[src/rtl/melody_sequencer_if.sv]
// rtl/melody_sequencer_if.sv - control pulses and note outputs of the melody sequencer
interface melody_sequencer_if;
    logic        start;
    logic        stop;
    logic        pause_tgl;
    logic [18:0] period;
    logic        tone_en;
    logic        amp_sd;
    logic        busy;
    logic [5:0]  note_idx;
    logic        song_done;

    modport master (
        output start, stop, pause_tgl,
        input  period, tone_en, amp_sd, busy, note_idx, song_done
    );

    modport slave (
        input  start, stop, pause_tgl,
        output period, tone_en, amp_sd, busy, note_idx, song_done
    );
endinterface

[src/rtl/melody_sequencer.sv]
// rtl/melody_sequencer.sv - steps a (pitch, length) melody ROM and presents one tone period per note
module melody_sequencer #(
    parameter int CLK_HZ   = 100_000_000,
    parameter int UNIT_CYC = 25_000_000,
    parameter int GAP_CYC  = 2_000_000,
    parameter int SONG_LEN = 36,
    parameter bit LOOP     = 1'b1
) (
    input  logic               clk,
    input  logic               rst_n,
    melody_sequencer_if.slave  bus
);
    typedef enum logic [2:0] {S_IDLE, S_LOAD, S_PLAY, S_GAP, S_PAUSE} state_t;

    state_t      state;
    state_t      resume_state;
    logic [31:0] cnt;
    logic [7:0]  rom_q;
    logic [5:0]  note_idx;
    logic [18:0] period;
    logic        tone_en;
    logic        amp_sd;
    logic        busy;
    logic        song_done;

    // Entry layout {pitch[4:0], len[2:0]}; unlisted entries are 8-unit rests.
    function automatic logic [7:0] rom_entry(input logic [5:0] i);
        case (i)
            6'd0:    return {5'd8,  3'd4};
            6'd1:    return {5'd9,  3'd4};
            6'd2:    return {5'd10, 3'd4};
            6'd3:    return {5'd8,  3'd4};
            6'd16:   return {5'd12, 3'd3};
            6'd17:   return {5'd13, 3'd1};
            6'd35:   return {5'd0,  3'd4};
            default: return 8'd0;
        endcase
    endfunction

    function automatic logic [18:0] pitch_period(input logic [4:0] p);
        case (p)
            5'd1:    return 19'(CLK_HZ / 262);
            5'd2:    return 19'(CLK_HZ / 294);
            5'd3:    return 19'(CLK_HZ / 330);
            5'd4:    return 19'(CLK_HZ / 349);
            5'd5:    return 19'(CLK_HZ / 392);
            5'd6:    return 19'(CLK_HZ / 440);
            5'd7:    return 19'(CLK_HZ / 494);
            5'd8:    return 19'(CLK_HZ / 523);
            5'd9:    return 19'(CLK_HZ / 587);
            5'd10:   return 19'(CLK_HZ / 659);
            5'd11:   return 19'(CLK_HZ / 698);
            5'd12:   return 19'(CLK_HZ / 784);
            5'd13:   return 19'(CLK_HZ / 880);
            5'd14:   return 19'(CLK_HZ / 988);
            5'd15:   return 19'(CLK_HZ / 1047);
            5'd16:   return 19'(CLK_HZ / 1175);
            5'd17:   return 19'(CLK_HZ / 1319);
            5'd18:   return 19'(CLK_HZ / 1397);
            5'd19:   return 19'(CLK_HZ / 1568);
            5'd20:   return 19'(CLK_HZ / 1760);
            5'd21:   return 19'(CLK_HZ / 1976);
            default: return 19'd0;
        endcase
    endfunction

    logic [3:0]  units;
    logic [31:0] play_last;
    logic [18:0] load_period;
    logic        last_note;

    // PLAY is loaded with its length minus one so LOAD + PLAY + GAP spans exactly len units.
    assign units       = (rom_q[2:0] == 3'd0) ? 4'd8 : {1'b0, rom_q[2:0]};
    assign play_last   = 32'(units) * 32'(UNIT_CYC) - 32'(GAP_CYC) - 32'd2;
    assign load_period = pitch_period(rom_q[7:3]);
    assign last_note   = (note_idx == 6'(SONG_LEN - 1));

    always_ff @(posedge clk or negedge rst_n) begin
        if (!rst_n) begin
            state        <= S_IDLE;
            resume_state <= S_PLAY;
            cnt          <= 32'd0;
            rom_q        <= 8'd0;
            note_idx     <= 6'd0;
            period       <= 19'd0;
            tone_en      <= 1'b0;
            amp_sd       <= 1'b0;
            busy         <= 1'b0;
            song_done    <= 1'b0;
        end else begin
            song_done <= 1'b0;
            if (bus.stop) begin
                state    <= S_IDLE;
                cnt      <= 32'd0;
                note_idx <= 6'd0;
                period   <= 19'd0;
                tone_en  <= 1'b0;
                amp_sd   <= 1'b0;
                busy     <= 1'b0;
            end else if (bus.pause_tgl && (state == S_PLAY || state == S_GAP)) begin
                resume_state <= state;
                state        <= S_PAUSE;
                tone_en      <= 1'b0;
            end else begin
                case (state)
                    S_IDLE: begin
                        if (bus.start) begin
                            state    <= S_LOAD;
                            amp_sd   <= 1'b1;
                            busy     <= 1'b1;
                            note_idx <= 6'd0;
                            rom_q    <= rom_entry(6'd0);
                        end
                    end
                    S_LOAD: begin
                        period  <= load_period;
                        tone_en <= (load_period != 19'd0);
                        cnt     <= play_last;
                        state   <= S_PLAY;
                    end
                    S_PLAY: begin
                        if (cnt == 32'd0) begin
                            state   <= S_GAP;
                            cnt     <= 32'(GAP_CYC - 1);
                            tone_en <= 1'b0;
                        end else begin
                            cnt <= cnt - 32'd1;
                        end
                    end
                    S_GAP: begin
                        if (cnt != 32'd0) begin
                            cnt <= cnt - 32'd1;
                        end else if (!last_note) begin
                            note_idx <= note_idx + 6'd1;
                            rom_q    <= rom_entry(note_idx + 6'd1);
                            state    <= S_LOAD;
                        end else begin
                            song_done <= 1'b1;
                            note_idx  <= 6'd0;
                            if (LOOP) begin
                                rom_q <= rom_entry(6'd0);
                                state <= S_LOAD;
                            end else begin
                                state  <= S_IDLE;
                                period <= 19'd0;
                                amp_sd <= 1'b0;
                                busy   <= 1'b0;
                            end
                        end
                    end
                    S_PAUSE: begin
                        if (bus.pause_tgl) begin
                            state   <= resume_state;
                            tone_en <= (resume_state == S_PLAY) && (period != 19'd0);
                        end
                    end
                    default: state <= S_IDLE;
                endcase
            end
        end
    end

    assign bus.period    = period;
    assign bus.tone_en   = tone_en;
    assign bus.amp_sd    = amp_sd;
    assign bus.busy      = busy;
    assign bus.note_idx  = note_idx;
    assign bus.song_done = song_done;
endmodule

[src/flat_wrapper.sv]
// flat-port wrapper written by rule: the top's interface ports become plain ports
module melody_sequencer_flat 
#(
    parameter int CLK_HZ   = 100_000_000,
    parameter int UNIT_CYC = 25_000_000,
    parameter int GAP_CYC  = 2_000_000,
    parameter int SONG_LEN = 36,
    parameter bit LOOP     = 1'b1
)
  (clk, rst_n, bus_start, bus_stop, bus_pause_tgl, bus_period, bus_tone_en, bus_amp_sd, bus_busy, bus_note_idx, bus_song_done);
  melody_sequencer_if bus_i ();
  input  logic clk;
  input  logic rst_n;
  input wire logic [$bits(bus_i.start)-1:0] bus_start;
  input wire logic [$bits(bus_i.stop)-1:0] bus_stop;
  input wire logic [$bits(bus_i.pause_tgl)-1:0] bus_pause_tgl;
  output wire logic [$bits(bus_i.period)-1:0] bus_period;
  output wire logic [$bits(bus_i.tone_en)-1:0] bus_tone_en;
  output wire logic [$bits(bus_i.amp_sd)-1:0] bus_amp_sd;
  output wire logic [$bits(bus_i.busy)-1:0] bus_busy;
  output wire logic [$bits(bus_i.note_idx)-1:0] bus_note_idx;
  output wire logic [$bits(bus_i.song_done)-1:0] bus_song_done;
  assign bus_i.start = bus_start;
  assign bus_i.stop = bus_stop;
  assign bus_i.pause_tgl = bus_pause_tgl;
  assign bus_period = bus_i.period;
  assign bus_tone_en = bus_i.tone_en;
  assign bus_amp_sd = bus_i.amp_sd;
  assign bus_busy = bus_i.busy;
  assign bus_note_idx = bus_i.note_idx;
  assign bus_song_done = bus_i.song_done;
  melody_sequencer #(.CLK_HZ(CLK_HZ), .UNIT_CYC(UNIT_CYC), .GAP_CYC(GAP_CYC), .SONG_LEN(SONG_LEN), .LOOP(LOOP)) u_core (.clk(clk), .rst_n(rst_n), .bus(bus_i));
endmodule
[config.mk]
export PLATFORM = sky130hd
export DESIGN_NAME = melody_sequencer_flat
export DESIGN_NICKNAME = d
export VERILOG_FILES = /design/src/rtl/melody_sequencer_if.sv /design/src/rtl/melody_sequencer.sv /design/src/flat_wrapper.sv
export SDC_FILE = /design/constraint.sdc
export NUM_CORES = 1
export LEC_CHECK = 0
export BUFFER_PORTS_ARGS = -buffer_cell sky130_fd_sc_hd__buf_2
export CAP_MARGIN = 20
export CORE_MARGIN = 4
export CORE_UTILIZATION = 30
export DETAILED_ROUTE_END_ITERATION = 7
export SETUP_SLACK_MARGIN = 0.5
export SLEW_MARGIN = 5
export SYNTH_ARGS = -nofsm -noshare
export SYNTH_HDL_FRONTEND = slang
export SYNTH_SLANG_ARGS = --single-unit
[constraint.sdc]
create_clock -name clk -period 13 [get_ports clk]
set_input_delay 1.3 -clock clk [delete_from_list [all_inputs] [get_ports clk]]
set_output_delay 1.3 -clock clk [all_outputs]
set_load 0.1 [all_outputs]
==> flow_metrics.py, run 1 <==
metrics = {
    "outcome": {
        "status": "finished clean",
    },
    "critical_path": {
        "cp_max_fo": 10,
        "worst-path-buf-inv": 1,
        "worstPathArrival_ns": 4.62,
        "critPathLaunchType": "register",
        "required_ns": 13.21,
        "crit_family": "compound AO/OA/AOI/OAI gates",
        "crit_path_cell_trace": "inv_1 > nor2_1 > a21oi_1 > fa_1 > ha_1 > a21o_1 > a2111oi_0 > o21ai_0 > o2111ai_1 > and4bb_2 > xnor2_1 > o221ai_1",
        "critPathLaunch": "u_core.rom_q[2]",
        "cpMaxStageDelayCell": "fa_1",
        "r2r-start": "u_core.rom_q[2]",
        "crit_path_end_kind": "register",
        "max_stage_delay_ns": 0.62,
        "worst-setup-path-type": "reg2reg",
    },
    "cts": {
        "clk_latency_ns": 0.35,
        "cts_buffers": 9,
        "clk_pin_slew_ns": 0.06,
        "cts.htree.levels": 3,
        "cts_resized": 0,
        "post_cts_buffers": 0,
        "cts_tree": "yes",
        "clk_path_buf_depth": 2,
        "root_buffer": "clkbuf_16",
        "holdBufCountCts": 0,
        "cts.sinks": 72,
    },
    "timing": {
        "skew_ns": 0.00979,
        "hold_viol": 0,
        "slew_viol_final": 0,
        "whs_ns": 0.510,
        "setup_tns_ns": 0,
        "max_freq_ghz": 0.227,
        "fin_crit_sh_pct": 33.9,
        "rsz0062_at_grt": "no",
        "timing.slew.headroom_pct": 28.7,
        "finalSetupViolations": 0,
        "finalCriticalPeriod_ns": 4.41,
        "timing.final.ws_setup_ns": 8.59,
        "max_slew.worst_pin.slew_ns": 1.07,
    },
    "global_routing": {
        "grt_start_max_net_pins": 73,
        "met1_usage_pct": 21.1,
        "grt_pass1_vias": 5084,
        "met2_usage_pct": 23.5,
        "busiest_layer": "met2",
        "grt_first_pass_wirelength_um": 27000,
        "antenna_found_initial": 0,
        "grt_use_met3_pct": 4.07,
        "grt_use_total_pct": 15.4,
        "gr-total-overflow": 0,
    },
    "routing": {
        "avgRoutedWirePerCell_um": 17.2,
        "detail_route.vias_per_cell": 5.62,
        "route.detailed.drc": 0,
        "dr.first_iter.drc_count": 431,
        "postRouteAntennaNets": 0,
        "wl_um": 16800,
        "via_count": 5499,
        "dr.pass1.iters": 5,
    },
    "placement": {
        "post-dp-hpwl_um": 11900,
        "portBuffers": 33,
        "preCtsSetupSlack_ns": 8.64,
        "place_congestion": 0.906,
    },
    "pwr": {
        "leakage_nw": 2.57,
        "p_per_area_nw_per_um2": 181,
        "ir_drop_mv": 0.0834,
    },
    "die": {
        "rows": 50,
        "coreArea_um2": 18900,
        "dieHeight_um": 147,
        "die_x_um": 147,
        "dieArea_um2": 21700,
        "initial_core_util_pct": 30.8,
        "pin_count": 34,
    },
    "yosys": {
        "ys_seq_area_share_pct": 31.0,
        "ys_warn_count": 0,
        "synth_commonest_cells": "dfrtp_1 (71), o21ai_0 (71), a21oi_1 (68), nor2_1 (67), nand2_1 (56)",
        "async_reset_ff_share_pct": 100,
        "syn_inst": 714,
        "syn_area_per_cell_um2": 8.14,
        "dominantRegCellSynth": "dfrtp_1",
        "syn_nets": 756,
        "ys_seq_elements": 72,
        "synth_edf_count": 0,
        "synth_cell_type_count": 82,
        "synth.cell_area_um2": 5810,
        "synth_area_leaders": "dfrtp_1 (31%), ha_1 (6.9%), o21ai_0 (6.1%), a21oi_1 (5.9%), nor2_1 (4.3%)",
        "yosys.area.top_type": "dfrtp_1",
        "yosysTopAreaCellShare_pct": 30.6,
    },
    "finish": {
        "syn_to_final_growth_pct": 11.0,
        "drive_above_1_share_pct": 12.0,
        "nets": 756,
        "ff_latch_area_um2": 1800,
        "diodes": 0,
        "fill_cells": 2053,
        "multi_input_area_um2": 3710,
    },
    "job": {
        "maxCapViolations": 0,
    },
    "hold_path": {
        "hold_class": "reg2reg",
        "hp-start": "u_core.bus.period[5]",
    },
}
## flip-flops by register name (all words and copies together) (netlist names)
register	count
u_core.bus.period	19
u_core.resume_state	3
u_core.cnt	32
u_core.bus.tone_en	1
u_core.rom_q	6
u_core.state	3
u_core.bus.note_idx	6
u_core.bus.amp_sd	1
u_core.bus.song_done	1
## cell usage in the layout (no fill, tap or decap), types with 4 or more instances in the layout
master      n
nand4_1    10
a21o_1      8
o31ai_1    10
o21a_1      6
or3_1       8
fa_1        5
a211o_1     4
xor2_1      4
buf_4       5
clkbuf_16   9
a21oi_1    68
o22ai_1     4
nor2_1     67
nand2_1    56
nand3_1    19
o211ai_1    6
buf_2      32
nor2b_1     4
ha_1       32
a211oi_1   10
nor3b_1     6
o21ai_0    71
xnor2_1    14
a32o_1      7
inv_1      22
or2_2       7
o41ai_1     4
a22o_1      9
a31oi_1     9
o21ai_1     4
and3_1      6
nor3_1     25
nand2b_1    7
dfrtp_1    71
nor4_1     13
## per-layer routing
metal  part of all wire, %  routed length (µm)
met5                     0                   0
met4                   1.8                 297
met3                   6.5                1100
met2                    44                7470
met1                    47                7920
## logic make-up (layout without fill, tap and decap cells)
| group | count (synthesis) | in the layout | share of synthesized area, % |
|---|---|---|---|
| other | 1 | 1 | 0.0645 |
| adder cells (fa/ha/maj) | 37 | 37 | 8.61 |
| multiplexers | 7 | 7 | 1.70 |
| flip-flops | 72 | 72 | 31.0 |
| XOR/XNOR | 18 | 18 | 2.71 |
| buffers and inverters | 71 | 76 | 5.12 |
| AO/OA/AOI/OAI | 250 | 250 | 27.4 |
| AND/OR/NAND/NOR | 258 | 258 | 23.3 |
## path summary, 6_finish.rpt
check                                       endpoint  slack, ns  depth (start not counted)
worst max register to register        u_core.cnt[26]       8.59                         12
max in group asynchronous             u_core.cnt[10]      11.28                          1
worst min-delay path            u_core.bus.period[5]       0.51                          2
worst min register to register  u_core.bus.period[5]       0.51                          2
worst max-delay path                  u_core.cnt[26]       8.59                         12
min in group asynchronous       u_core.bus.period[3]       1.10                          1
## worst register-to-register path: stages, from the launching register on
cell,delay [ns]
dfrtp_1,0.51
inv_1,0.22
nor2_1,0.56
a21oi_1,0.27
fa_1,0.62
ha_1,0.44
a21o_1,0.23
a2111oi_0,0.55
o21ai_0,0.17
o2111ai_1,0.15
and4bb_2,0.28
xnor2_1,0.15
o221ai_1,0.12
## power breakdown
group | switching [mW] | internal (mW)
sequential | 0.0737 | 0.285
combinational | 0.391 | 0.143
clock | 0.106 | 0.170
## through the flow
stage / total power, mW / cells / utilization (%) / cell area (µm²)
finish: 1.17 / 979 / 34.1 / 6450
CTS: 1.17 / 979 / 34.1 / 6450
floorplan: 0.771 / 714 / - / 5810
detailed placement: 0.892 / 963 / 32.4 / 6130
global route: 1.24 / 979 / 34.1 / 6450
global placement: 0.888 / 963 / 32.4 / 6130
## final cells by class
cell class / instances / share of cell area (%)
timing repair buffer: 37 / 3.06
tap: 260 / 5.04
clock buffer: 9 / 3.49
inverter: 23 / 1.34
sequential: 72 / 27.9
clock inverter: 7 / 1.55
multi-input combinational: 571 / 57.6
Note: power is estimated with default switching activity, not from simulation.
==> run 2: changes to the inputs <==
==> constraint.sdc (replaced) <==
create_clock -name clk -period 4.3 [get_ports clk]
set_input_delay 0.43 -clock clk [delete_from_list [all_inputs] [get_ports clk]]
set_output_delay 0.43 -clock clk [all_outputs]
set_load 0.1 [all_outputs]
==> flow_metrics.py, run 2 (synthesized netlist as in run 1, its figures left out) <==
metrics = {
    "die": {
        "dieArea_um2": 21700,
        "dieHeight_um": 147,
        "initial_core_util_pct": 30.8,
        "coreArea_um2": 18900,
        "rows": 50,
        "pin_count": 34,
        "die_x_um": 147,
    },
    "finish": {
        "diodes": 0,
        "largest_reg_flops": 32,
        "drive_above_1_share_pct": 15.0,
        "nets": 765,
        "fill_cells": 2028,
        "final_util_pct": 34.9,
        "final_cell_mix": "o21ai_0 (71), dfrtp_1 (70), a21oi_1 (66)",
        "final_common_cell": "o21ai_0",
        "reg.largest.list": "u_core.cnt (32), u_core.bus.period (19)",
        "regMostFlops": "u_core.cnt",
        "syn_to_final_growth_pct": 13.5,
    },
    "routing": {
        "wl_um": 17200,
        "via_count": 5566,
        "postRouteAntennaNets": 0,
        "detail_route.vias_per_cell": 5.63,
        "dr.pass1.iters": 5,
        "dr.first_iter.drc_count": 459,
        "avgRoutedWirePerCell_um": 17.4,
        "route.detailed.drc": 0,
    },
    "pwr": {
        "p_comb_share_pct": 46.1,
        "ir_drop_mv": 0.250,
        "p_per_area_nw_per_um2": 540,
        "switching_share_pct": 48.4,
        "clockPowerShare_pct": 23.7,
        "leakage_nw": 2.61,
        "p_int_mw": 1.84,
        "seq_power_share_pct": 30.2,
        "p_switching_mw": 1.72,
    },
    "critical_path": {
        "r2r.worst_path.cells": 10,
        "cp_max_fo": 15,
        "worstPathArrival_ns": 3.87,
        "worst-setup-path-type": "reg2reg",
        "crit_path_end_kind": "register",
        "required_ns": 4.51,
        "critPathLaunchType": "register",
    },
    "cts": {
        "root_buffer": "clkbuf_16",
        "clk_path_buf_depth": 2,
        "cts.sinks": 72,
        "cts_tree": "yes",
        "clk_latency_ns": 0.35,
        "cts_buffers": 9,
        "holdBufCountCts": 0,
        "cts.htree.levels": 3,
        "clk_pin_slew_ns": 0.06,
    },
    "placement": {
        "portBuffers": 33,
        "place_congestion": 0.910,
        "post-dp-hpwl_um": 12200,
    },
    "global_routing": {
        "gr-total-overflow": 0,
        "grt_use_total_pct": 15.8,
        "grt_start_max_net_pins": 73,
        "grt_first_pass_wirelength_um": 27700,
        "antenna_found_initial": 0,
        "grt_pass1_vias": 5125,
    },
    "timing": {
        "fin_crit_sh_pct": 85.2,
        "hold_viol": 0,
        "setup_tns_ns": 0,
        "timing.slew.headroom_pct": 35.3,
        "rsz0062_at_grt": "no",
        "max_freq_ghz": 0.273,
        "finalCriticalPeriod_ns": 3.66,
        "finalSetupViolations": 0,
        "skew_ns": 0.0101,
        "max_slew.worst_pin.slew_ns": 0.971,
        "slew_viol_final": 0,
    },
    "job": {
        "maxCapViolations": 0,
    },
    "outcome": {
        "status": "finished clean",
    },
    "hold_path": {
        "hold_class": "in2async",
    },
}
run 2: cell types whose count changed in the layout (fill, tap and decap cells not counted), sizes merged:
| cell | delta |
|---|---|
| clkinv | -2 |
| inv | -1 |
| buf | +9 |
| clkbuf | +2 |
| clkinvlp | +1 |
run 2: cell type report:
class | instances | area (µm²) | share of cell area (%)
inverter | 23 | 90.1 | 1.37
multi-input combinational | 571 | 3780 | 57.3
clock buffer | 11 | 243 | 3.68
tap | 260 | 325 | 4.93
timing repair buffer | 46 | 265 | 4.02
clock inverter | 5 | 86.3 | 1.31
sequential | 72 | 1800 | 27.3
run 2: power groups by stage:
| stage | clock network, mW | registers, mW | logic (mW) |
|---|---|---|---|
| 2_1_floorplan | 0 | 1.46 | 0.871 |
| 3_3_place_gp | 0 | 1.08 | 1.62 |
| 3_5_place_dp | 0 | 1.08 | 1.63 |
| 4_1_cts | 0.862 | 1.07 | 1.64 |
| 5_1_grt | 0.891 | 1.11 | 1.78 |
| 6_report | 0.843 | 1.08 | 1.64 |
run 2: per-stage QoR:
| stage | hold slack, ns | instances | power (mW) | worst slack (ns) | area (µm²) |
|---|---|---|---|---|---|
| floorplan | 0.134 | 714 | 2.33 | 0.511 | 5850 |
| global placement | 0.488 | 968 | 2.70 | 0.411 | 6180 |
| detailed placement | 0.490 | 968 | 2.72 | 0.294 | 6180 |
| CTS | 0.271 | 985 | 3.58 | 0.508 | 6530 |
| global route | 0.310 | 988 | 3.78 | 0.473 | 6600 |
| finish | 0.197 | 988 | 3.56 | 0.637 | 6600 |
run 2: critical path: stages (launching register included):
cell,delay (ns)
dfrtp_1,0.74
a21oi_4,0.18
fa_2,0.67
ha_2,0.34
a21o_1,0.23
a2111oi_2,0.48
o21ai_0,0.16
o2111ai_1,0.15
and4bb_2,0.29
xnor2_1,0.14
o221ai_1,0.12
run 2: worst paths after layout:
path / start / end / slack (ns)
max in group asynchronous: rst_n / u_core.rom_q[2] / 3.37
worst min register to register: u_core.bus.period[17] / u_core.bus.period[17] / 0.49
min in group clk: bus_start / u_core.bus.amp_sd / 0.47
worst max-delay path: u_core.rom_q[5] / u_core.cnt[26] / 0.64
worst max register to register: u_core.rom_q[5] / u_core.cnt[26] / 0.64
worst min-delay path: rst_n / u_core.bus.period[2] / 0.20
run 2: per-layer routing:
metal / vias up / wire length [µm] / GRT usage, %
met5: - / 0 / 0
met4: 0 / 309 / 4.80
met3: 25 / 1230 / 3.58
met2: 200 / 7630 / 23.8
met1: 2666 / 8050 / 22.5
li1: 2675 / - / -
run 2: what timing repair did:
action | in CTS | in global routing
resized for setup | 3 | 11
endpoints found under the setup margin | 10 | 9
pin swaps | 1 | 0
setup buffers | 1 | 3
